--- src/rtl/uart_rx_axis.sv ---
// uart_rx_axis: 8N1-style UART receiver with an AXI-Stream style output slot.
//
// Ports:
//   clk, rst            - single clock, synchronous active-high reset
//   rxd                 - asynchronous serial input, idle high
//   prescale            - bit period T = prescale*8 clk cycles (0 behaves as 1)
//   output_axis_tdata   - received word, LSB first on the line
//   output_axis_tvalid  - tdata holds an unconsumed word
//   output_axis_tready  - consumer accepts the word this cycle
//   busy                - receiver is not in IDLE
//   frame_error         - one-cycle pulse: stop bit sampled low
//   overrun_error       - one-cycle pulse: good frame dropped, slot was full
//   state_dbg           - current FSM state (IDLE=0, START=1, DATA=2, STOP=3)
//
// Handshake: a word transfers on every rising clk edge where tvalid and tready
// are both high. Once tvalid rises, tvalid and tdata hold until that transfer;
// a new word may be loaded in the same cycle as a transfer.
module uart_rx_axis #(
    parameter int DATA_W     = 8,
    parameter int PRESCALE_W = 16
) (
    input  logic                  clk,
    input  logic                  rst,
    input  logic                  rxd,
    input  logic [PRESCALE_W-1:0] prescale,
    output logic [DATA_W-1:0]     output_axis_tdata,
    output logic                  output_axis_tvalid,
    input  logic                  output_axis_tready,
    output logic                  busy,
    output logic                  frame_error,
    output logic                  overrun_error,
    output logic [1:0]            state_dbg
);

    localparam int CNT_W = PRESCALE_W + 3;
    localparam int IDX_W = (DATA_W > 1) ? $clog2(DATA_W) : 1;

    typedef enum logic [1:0] {
        IDLE  = 2'd0,
        START = 2'd1,
        DATA  = 2'd2,
        STOP  = 2'd3
    } state_t;

    state_t              state_q, state_d;
    logic [CNT_W-1:0]    cnt_q, cnt_d;
    logic [IDX_W-1:0]    idx_q, idx_d;
    logic [DATA_W-1:0]   shreg_q, shreg_d;
    logic [DATA_W-1:0]   tdata_q, tdata_d;
    logic                tvalid_q, tvalid_d;
    logic                busy_q, busy_d;
    logic                fe_q, fe_d;
    logic                ov_q, ov_d;
    logic                rxd_s1_q, rxd_s2_q, rxd_s3_q;

    logic [PRESCALE_W-1:0] prescale_eff;
    logic [CNT_W-1:0]      bit_period;
    logic [CNT_W-1:0]      period_m1;
    logic [CNT_W-1:0]      half_m1;
    logic                  expired;

    // prescale is only consumed at counter loads, so a mid-frame change
    // only affects bit periods that start after it.
    assign prescale_eff = (prescale == '0) ? PRESCALE_W'(1) : prescale;
    assign bit_period   = {prescale_eff, 3'b000};
    assign period_m1    = bit_period - CNT_W'(1);
    assign half_m1      = (bit_period >> 1) - CNT_W'(1);
    assign expired      = (cnt_q == '0);

    always_comb begin
        state_d  = state_q;
        cnt_d    = cnt_q;
        idx_d    = idx_q;
        shreg_d  = shreg_q;
        tdata_d  = tdata_q;
        tvalid_d = tvalid_q & ~output_axis_tready;
        fe_d     = 1'b0;
        ov_d     = 1'b0;

        case (state_q)
            IDLE: begin
                // Falling edge on the synchronized line: aim at mid start bit.
                if (rxd_s3_q && !rxd_s2_q) begin
                    cnt_d   = half_m1;
                    state_d = START;
                end
            end
            START: begin
                if (expired) begin
                    if (rxd_s2_q) begin
                        state_d = IDLE;  // glitch, not a real start bit
                    end else begin
                        cnt_d   = period_m1;
                        idx_d   = '0;
                        state_d = DATA;
                    end
                end else begin
                    cnt_d = cnt_q - CNT_W'(1);
                end
            end
            DATA: begin
                if (expired) begin
                    shreg_d[idx_q] = rxd_s2_q;
                    cnt_d          = period_m1;
                    if (idx_q == IDX_W'(DATA_W - 1)) begin
                        state_d = STOP;
                    end else begin
                        idx_d = idx_q + IDX_W'(1);
                    end
                end else begin
                    cnt_d = cnt_q - CNT_W'(1);
                end
            end
            STOP: begin
                if (expired) begin
                    state_d = IDLE;
                    if (!rxd_s2_q) begin
                        fe_d = 1'b1;
                    end else if (!tvalid_q || output_axis_tready) begin
                        tdata_d  = shreg_q;
                        tvalid_d = 1'b1;
                    end else begin
                        ov_d = 1'b1;
                    end
                end else begin
                    cnt_d = cnt_q - CNT_W'(1);
                end
            end
            default: state_d = IDLE;
        endcase

        busy_d = (state_d != IDLE);
    end

    always_ff @(posedge clk) begin
        if (rst) begin
            state_q  <= IDLE;
            cnt_q    <= '0;
            idx_q    <= '0;
            shreg_q  <= '0;
            tdata_q  <= '0;
            tvalid_q <= 1'b0;
            busy_q   <= 1'b0;
            fe_q     <= 1'b0;
            ov_q     <= 1'b0;
            rxd_s1_q <= 1'b1;
            rxd_s2_q <= 1'b1;
            rxd_s3_q <= 1'b1;
        end else begin
            state_q  <= state_d;
            cnt_q    <= cnt_d;
            idx_q    <= idx_d;
            shreg_q  <= shreg_d;
            tdata_q  <= tdata_d;
            tvalid_q <= tvalid_d;
            busy_q   <= busy_d;
            fe_q     <= fe_d;
            ov_q     <= ov_d;
            rxd_s1_q <= rxd;
            rxd_s2_q <= rxd_s1_q;
            rxd_s3_q <= rxd_s2_q;
        end
    end

    assign output_axis_tdata  = tdata_q;
    assign output_axis_tvalid = tvalid_q;
    assign busy               = busy_q;
    assign frame_error        = fe_q;
    assign overrun_error      = ov_q;
    assign state_dbg          = state_q;

endmodule

--- config.mk ---
export PLATFORM = sky130hd
export DESIGN_NAME = uart_rx_axis
export DESIGN_NICKNAME = d
export VERILOG_FILES = /design/src/rtl/uart_rx_axis.sv
export SDC_FILE = /design/constraint.sdc
export NUM_CORES = 1
export LEC_CHECK = 0
export CAP_MARGIN = 5
export CORE_MARGIN = 2
export CORE_UTILIZATION = 40
export DETAILED_ROUTE_END_ITERATION = 10
export GPL_ROUTABILITY_DRIVEN = 0
export SETUP_SLACK_MARGIN = 0.4
export SYNTH_ARGS = -nofsm -noshare
export SYNTH_HDL_FRONTEND = slang
export SYNTH_SLANG_ARGS = --single-unit
--- constraint.sdc ---
create_clock -name clk -period 2.67 [get_ports clk]
set_input_delay 0.534 -clock clk [delete_from_list [all_inputs] [get_ports clk]]
set_output_delay 0.534 -clock clk [all_outputs]
set_load 0.03 [all_outputs]
==> results of run 1 <==
==> cell families (layout without fill, tap and decap cells) <==
group | after synthesis | in the layout | synth area share [%]
fa+ha+maj | 9 | 9 | 3.756
flops | 47 | 47 | 31.39
buf+inv | 30 | 105 | 3.923
compound gates | 96 | 96 | 21.16
xor+xnor | 19 | 19 | 5.551
simple gates | 158 | 158 | 27.88
mux | 19 | 19 | 6.344
==> synthesized netlist by cell type, types with 9 or more instances <==
| library cell | n |
|---|---|
| nand2_1 | 27 |
| ha_1 | 9 |
| inv_1 | 10 |
| xor2_1 | 13 |
| o21ai_0 | 14 |
| mux2i_1 | 19 |
| nor2_1 | 39 |
| nand3_1 | 20 |
| a211oi_1 | 11 |
| nor3_1 | 17 |
| a21oi_1 | 29 |
| dfxtp_1 | 47 |
| clkbuf_1 | 16 |
| nor4_1 | 10 |
==> area by class of cell <==
type,instances,area (µm²),share of cell area (%)
Clock buffer,5,68.82,1.695
Clock inverter,3,67.56,1.665
Inverter,10,37.54,0.9248
Multi-Input combinational cell,301,2095,51.60
Sequential cell,47,943.4,23.24
Tap cell,99,123.9,3.052
Timing Repair Buffer,87,723.2,17.82
==> timing repair <==
action | 4_1_cts | 5_1_grt
pin swaps | 7 | 15
resized for setup | 34 | 8
hold endpoints to repair | 0 | 0
endpoints found under the setup margin | 39 | 29
setup buffers | 6 | 0
==> worst reg2reg max path: stages (launching register included) <==
cell      delay, ps
dfxtp_2         330
or4_4           530
or2_4           290
buf_4           170
or4_1           510
o211ai_1        110
a221o_1         160
a21oi_1          60
==> path summary, 6_finish.rpt <==
check / from / endpoint / slack (ps)
worst max register to register: cnt_q[14]$_SDFFE_PP0P_ / cnt_q[3]$_SDFFE_PP0P_ / 410
worst max-delay path: cnt_q[14]$_SDFFE_PP0P_ / cnt_q[3]$_SDFFE_PP0P_ / 410
worst min register to register: rxd_s1_q$_SDFF_PP1_ / rxd_s2_q$_SDFF_PP1_ / 420
worst min-delay path: rxd_s1_q$_SDFF_PP1_ / rxd_s2_q$_SDFF_PP1_ / 420
==> layer usage <==
metal / vias up / track usage (%)
met3: 4 / 3.840
met1: 1468 / 31.63
li1: 1536 / -
met4: 0 / 4.872
met5: - / 0
met2: 89 / 32.28
==> registers in the layout (all words and copies together) (netlist names) <==
| name | count |
|---|---|
| busy | 1 |
| rxd_s1_q | 1 |
| idx_q | 3 |
| state_dbg | 2 |
| rxd_s3_q | 1 |
| overrun_error | 1 |
| frame_error | 1 |
| output_axis_tvalid | 1 |
| cnt_q | 19 |
| rxd_s2_q | 1 |
| output_axis_tdata | 8 |
| shreg_q | 8 |
==> stage by stage <==
step / worst slack (ps) / instance area (µm²)
after floorplan: 405.6 / 3042
after global placement: -84.21 / 3776
after detailed placement: -145.1 / 3776
after CTS: 385.5 / 4028
after global routing: 339.0 / 4059
final: 406.8 / 4059
==> where the power goes <==
group / internal (mW) / switching, mW
sequential: 0.806 / 0.110
combinational: 0.812 / 1.13
clock: 0.373 / 0.262
total: 1.99 / 1.50
==> out/metrics.csv, run 1 <==
metric,value,unit
status,"finished, final reports clean",
die area,8203,µm²
Detail Placement HPWL,6165,µm
worst reg-to-reg path cell count,7,
Netlist Area Pre-Place,2998,µm²
Worst VDD drop,0.0007142,V
CTS sink cnt,47,
Async SR Flop Fraction,0,%
DR vias/cell,5.611,
max cap viols,0,
Synth cell types,52,
most frequent cells in the layout,"buf_4 (54), dfxtp_1 (45), nor2_1 (38)",
CP Launch Type,flop,
H-tree Lvls,2,
Inserted Diodes,0,
Port Buffers,33,
Final Cycle Share,84.77,%
"Core Util, Final",55.96,%
TritonRoute pass-1 iters,5,
syn_area_per_cell,7.931,µm²
RSZ-0062 raised after global routing,yes,
# DRC,0,
grt ovf,0,
hold buffers post-CTS,0,
metal3 WL,444,µm
Layout Nets,481,
total power,3.489,mW
fmax,441.8,MHz
"most common cell after layout, fill and taps aside",buf_4,
worst hold margin,415.4,ps
Syn Inst Count,378,
DR top layer,met4,
Buf/Inv on CP,1,
critical path class,flop to flop,
Initial Util,41.33,%
crit path DAT,2470,ps
post-route ant nets,0,
DR iter-0 viols,244,
final std cells w/o fill,552,
wire per inst,15.41,µm
CP top delay family,simple AND/OR/NAND/NOR gates,
total wire length,8505,µm
Ys Warns,0,
io pins,34,
WP data required,2880,ps
max incr delay on CP,530,ps
Seq cells post-synth,47,
top cell type's share of synthesized area,31.39,%
root buf cell,clkbuf_8,
largest area contributor in the netlist,dfxtp_1,
"Top FF cell, synth",dfxtp_1,
critical path endpoint category,flop,
critical path depth,7,
Die Y-Extent,90.57,µm
Final Hold Fails,0,
first-pass GRT wire length,14200,µm
DR vias,3097,
min-delay worst type,flop to flop,
CTS tree,built,
Power Dens Cells,859.6,nW/µm²
clock-pin slew on the worst setup and hold paths,90,ps
number of global-route vias before repair,2868,
deepest clock path buffer count,2,
cts bufs inserted,5,
CP Max Fanout,6,
DP Cell Count,538,
syn_nets,407,
clk_skew,11.73,ps
Crit-path slowest cell,or4_4,
Worst-Margin Slew,684.6,ps
Hold Crit Depth,1,
register area share after synthesis,31.39,%
initial antenna violation count,0,
number of fill cells,698,
max-slew violations,0,
layout cells sized above 1,21.85,%
Final TNS setup,0,ps
Clock Latency Late Sink,320,ps
core area,7253,µm²
GR Util All Layers,21.40,%
Die Span X,90.57,µm
"EDFF count, synth",0,
leakage,1.664,nW
top post-synthesis cells by area,"dfxtp_1 (31%), mux2i_1 (6.3%), nor2_1 (4.9%), a21oi_1 (4.8%), xor2_1 (3.8%)",
Setup-failing EPs final,0,
min Tclk post-route,2263,ps
metal2 WL,3823,µm
Met1 Wirelength,4199,µm
Rel. slew slack,54.36,%
largest net degree at the start of global routing,25,
Synth-to-Final Area Change,35.39,%
row cnt,31,
crit-path cells,or4_4 > or2_4 > buf_4 > or4_1 > o211ai_1 > a221o_1 > a21oi_1,
Note: power is estimated with default switching activity, not from simulation.
==> run 2, diff against run 1 <==
Clock period 2.67 ns to 2.1 ns, I/O delays scaled along.
==> run 2 against run 1 <==
The flow now finishes with violations (negative setup slack). Non-clock buffer count rose by 46. First-iteration DRC count down 24%. Total power grew 41%. Highest routed layer unchanged. Die area did not move. Cell count rose by 8.3%. Utilization up 6.7 points. Worst setup slack got worse by 530 ps. Routed wire length is 11% higher. Sequential cell count is the same. Combinational power increased by 65%. Via count rose by 8.2%.
==> out/metrics.csv, run 2 (same netlist as run 1, synthesis figures left out) <==
metric,value,unit,change
initial antenna violation count,0,,unchanged
Detail Placement HPWL,6860,µm,+11%
Die Span X,90.57,µm,unchanged
CTS tree,built,,
status,finished with violations,,
CTS sink cnt,47,,unchanged
min Tclk post-route,2224,ps,-39.32 ps
CP Max Fanout,8,,+2
crit path DAT,2410,ps,-60 ps
Critical Path Start,cnt_q[17]$_SDFFE_PP0P_,,
largest net degree at the start of global routing,38,,+52%
wire per inst,15.82,µm,+2.7%
row cnt,31,,unchanged
"most common cell after layout, fill and taps aside",buf_4,,
H-tree Lvls,2,,unchanged
final std cells w/o fill,598,,+8.3%
core area,7253,µm²,unchanged
most frequent cells in the layout,"buf_4 (83), dfxtp_1 (46), nor2_1 (37)",,
number of global-route vias before repair,3309,,+15%
clock-pin slew on the worst setup and hold paths,100,ps,about the same
leakage,2.020,nW,+21%
clk_skew,8.699,ps,-3.034 ps
DP Area,4119,µm²,+9.1%
max-slew violations,0,,unchanged
failing checks,negative setup slack,,
Clock Latency Late Sink,300,ps,-20 ps
deepest clock path buffer count,2,,unchanged
DP Cell Count,578,,+7.4%
Final Cycle Share,105.9,%,+21 points
Synth-to-Final Area Change,51.50,%,
total wire length,9458,µm,+11%
WP data required,2290,ps,-590 ps
pre-CTS setup slack,-567.1,ps,-422.0 ps
post-route ant nets,0,,unchanged
RSZ-0062 raised after global routing,yes,,
# DRC,0,,unchanged
Final Hold Fails,0,,unchanged
max reg flops,19,,unchanged
max cap viols,0,,unchanged
Largest Register,cnt_q,,
DR vias,3350,,+8.2%
TritonRoute pass-1 iters,5,,unchanged
Setup WS post-layout,-123.9,ps,-530.7 ps
Setup-failing EPs final,32,,+32
Final Cell Area,4542,µm²,+12%
Rel. slew slack,66.84,%,+12 points
grt ovf,0,,unchanged
critical path class,flop to flop,,
Die Y-Extent,90.57,µm,unchanged
first-pass GRT wire length,15870,µm,+12%
Inserted Diodes,0,,unchanged
DR iter-0 viols,186,,-24%
cts bufs inserted,5,,unchanged
Layout Nets,527,,+9.6%
die area,8203,µm²,unchanged
root buf cell,clkbuf_8,,
GR Util All Layers,23.62,%,+2.2 points
min-delay worst type,flop to flop,,
hold buffers post-CTS,0,,unchanged
io pins,34,,unchanged
Initial Util,41.33,%,unchanged
Power Dens Cells,1083,nW/µm²,+26%
fmax,449.7,MHz,+1.8%
critical path endpoint category,flop,,
layout cells sized above 1,31.66,%,+9.8 points
Port Buffers,33,,unchanged
Worst VDD drop,0.0008214,V,+15%
Worst-Margin Slew,496.8,ps,-187.8 ps
CP Launch Type,flop,,
DR vias/cell,5.602,,-0.15%
R2R Path Start,cnt_q[17]$_SDFFE_PP0P_,,
Hold Path Origin,rxd_s1_q$_SDFF_PP1_,,
"Core Util, Final",62.62,%,+6.7 points
run 2: cell types whose count changed in the layout (fill, tap and decap cells not counted), moves of 3 or more:
cell / change
buf_4: +29
dlygate4sd2_1: +15
buf_6: +14
clkdlybuf4s50_1: -14
o21ai_0: -9
o21ai_1: +6
buf_12: +3
nor3_1: -3
o21ai_2: +3
run 2: report_power, final:
group          internal (mW)  switching [mW]  total, mW
registers               1.02          0.0966       1.12
logic                   1.54            1.66       3.20
clock network          0.270           0.331      0.601
total                   2.83            2.09       4.92
run 2: repair_timing:
action	in CTS	in global routing
endpoints found under the setup margin	57	45
resized for setup	74	13
buffers inserted	12	0
pin swaps	29	5
run 2: routing by layer:
metal | routed length (µm) | global-route usage [%] | up-vias
met1 | 4504 | 33.30 | 1615
met4 | 176 | 5.769 | 0
met2 | 4368 | 37.94 | 84
met3 | 408 | 3.506 | 16
met5 | 0 | 0 | -
li1 | - | - | 1635
run 2: final cells by class:
cell class / count / area [µm²]
fill: 649 / 2711
multi-input combinational: 301 / 2202
timing repair buffer: 133 / 1137
sequential: 47 / 942.2
tap: 99 / 123.9
clock buffer: 6 / 82.58
inverter: 10 / 37.54
clock inverter: 2 / 16.27
run 2: worst max-delay path, cell delays in order (launching register included):
cell     delay (ps)
dfxtp_1         320
or4_4           540
or2_1           230
buf_6           140
nor4_4          240
buf_6           170
nand4_1         170
mux2i_1         230
nor2_1           60
run 2: worst paths after layout:
check	end	slack, ps	cells after the start
worst min-delay path	rxd_s2_q$_SDFF_PP1_	420	1
worst min register to register	rxd_s2_q$_SDFF_PP1_	420	1
worst max-delay path	shreg_q[6]$_SDFFE_PP0P_	-120	8
worst max register to register	shreg_q[6]$_SDFFE_PP0P_	-120	8
run 2: stage by stage:
stage	hold WS (ps)	total power, mW	setup TNS [ps]
after CTS	424.7	4.799	-1740
after global routing	434.6	5.243	-5282
after detailed placement	399.1	3.930	-10020
final	421.3	4.921	-2117
after global placement	391.5	3.897	-8651
after floorplan	389.5	2.727	-1386
==> run 3, diff against run 2 <==
Settings changed: SLEW_MARGIN set to 20.
==> results of run 3 <==
Same layout as run 2: the final DEF is identical, and so are final timing and power.
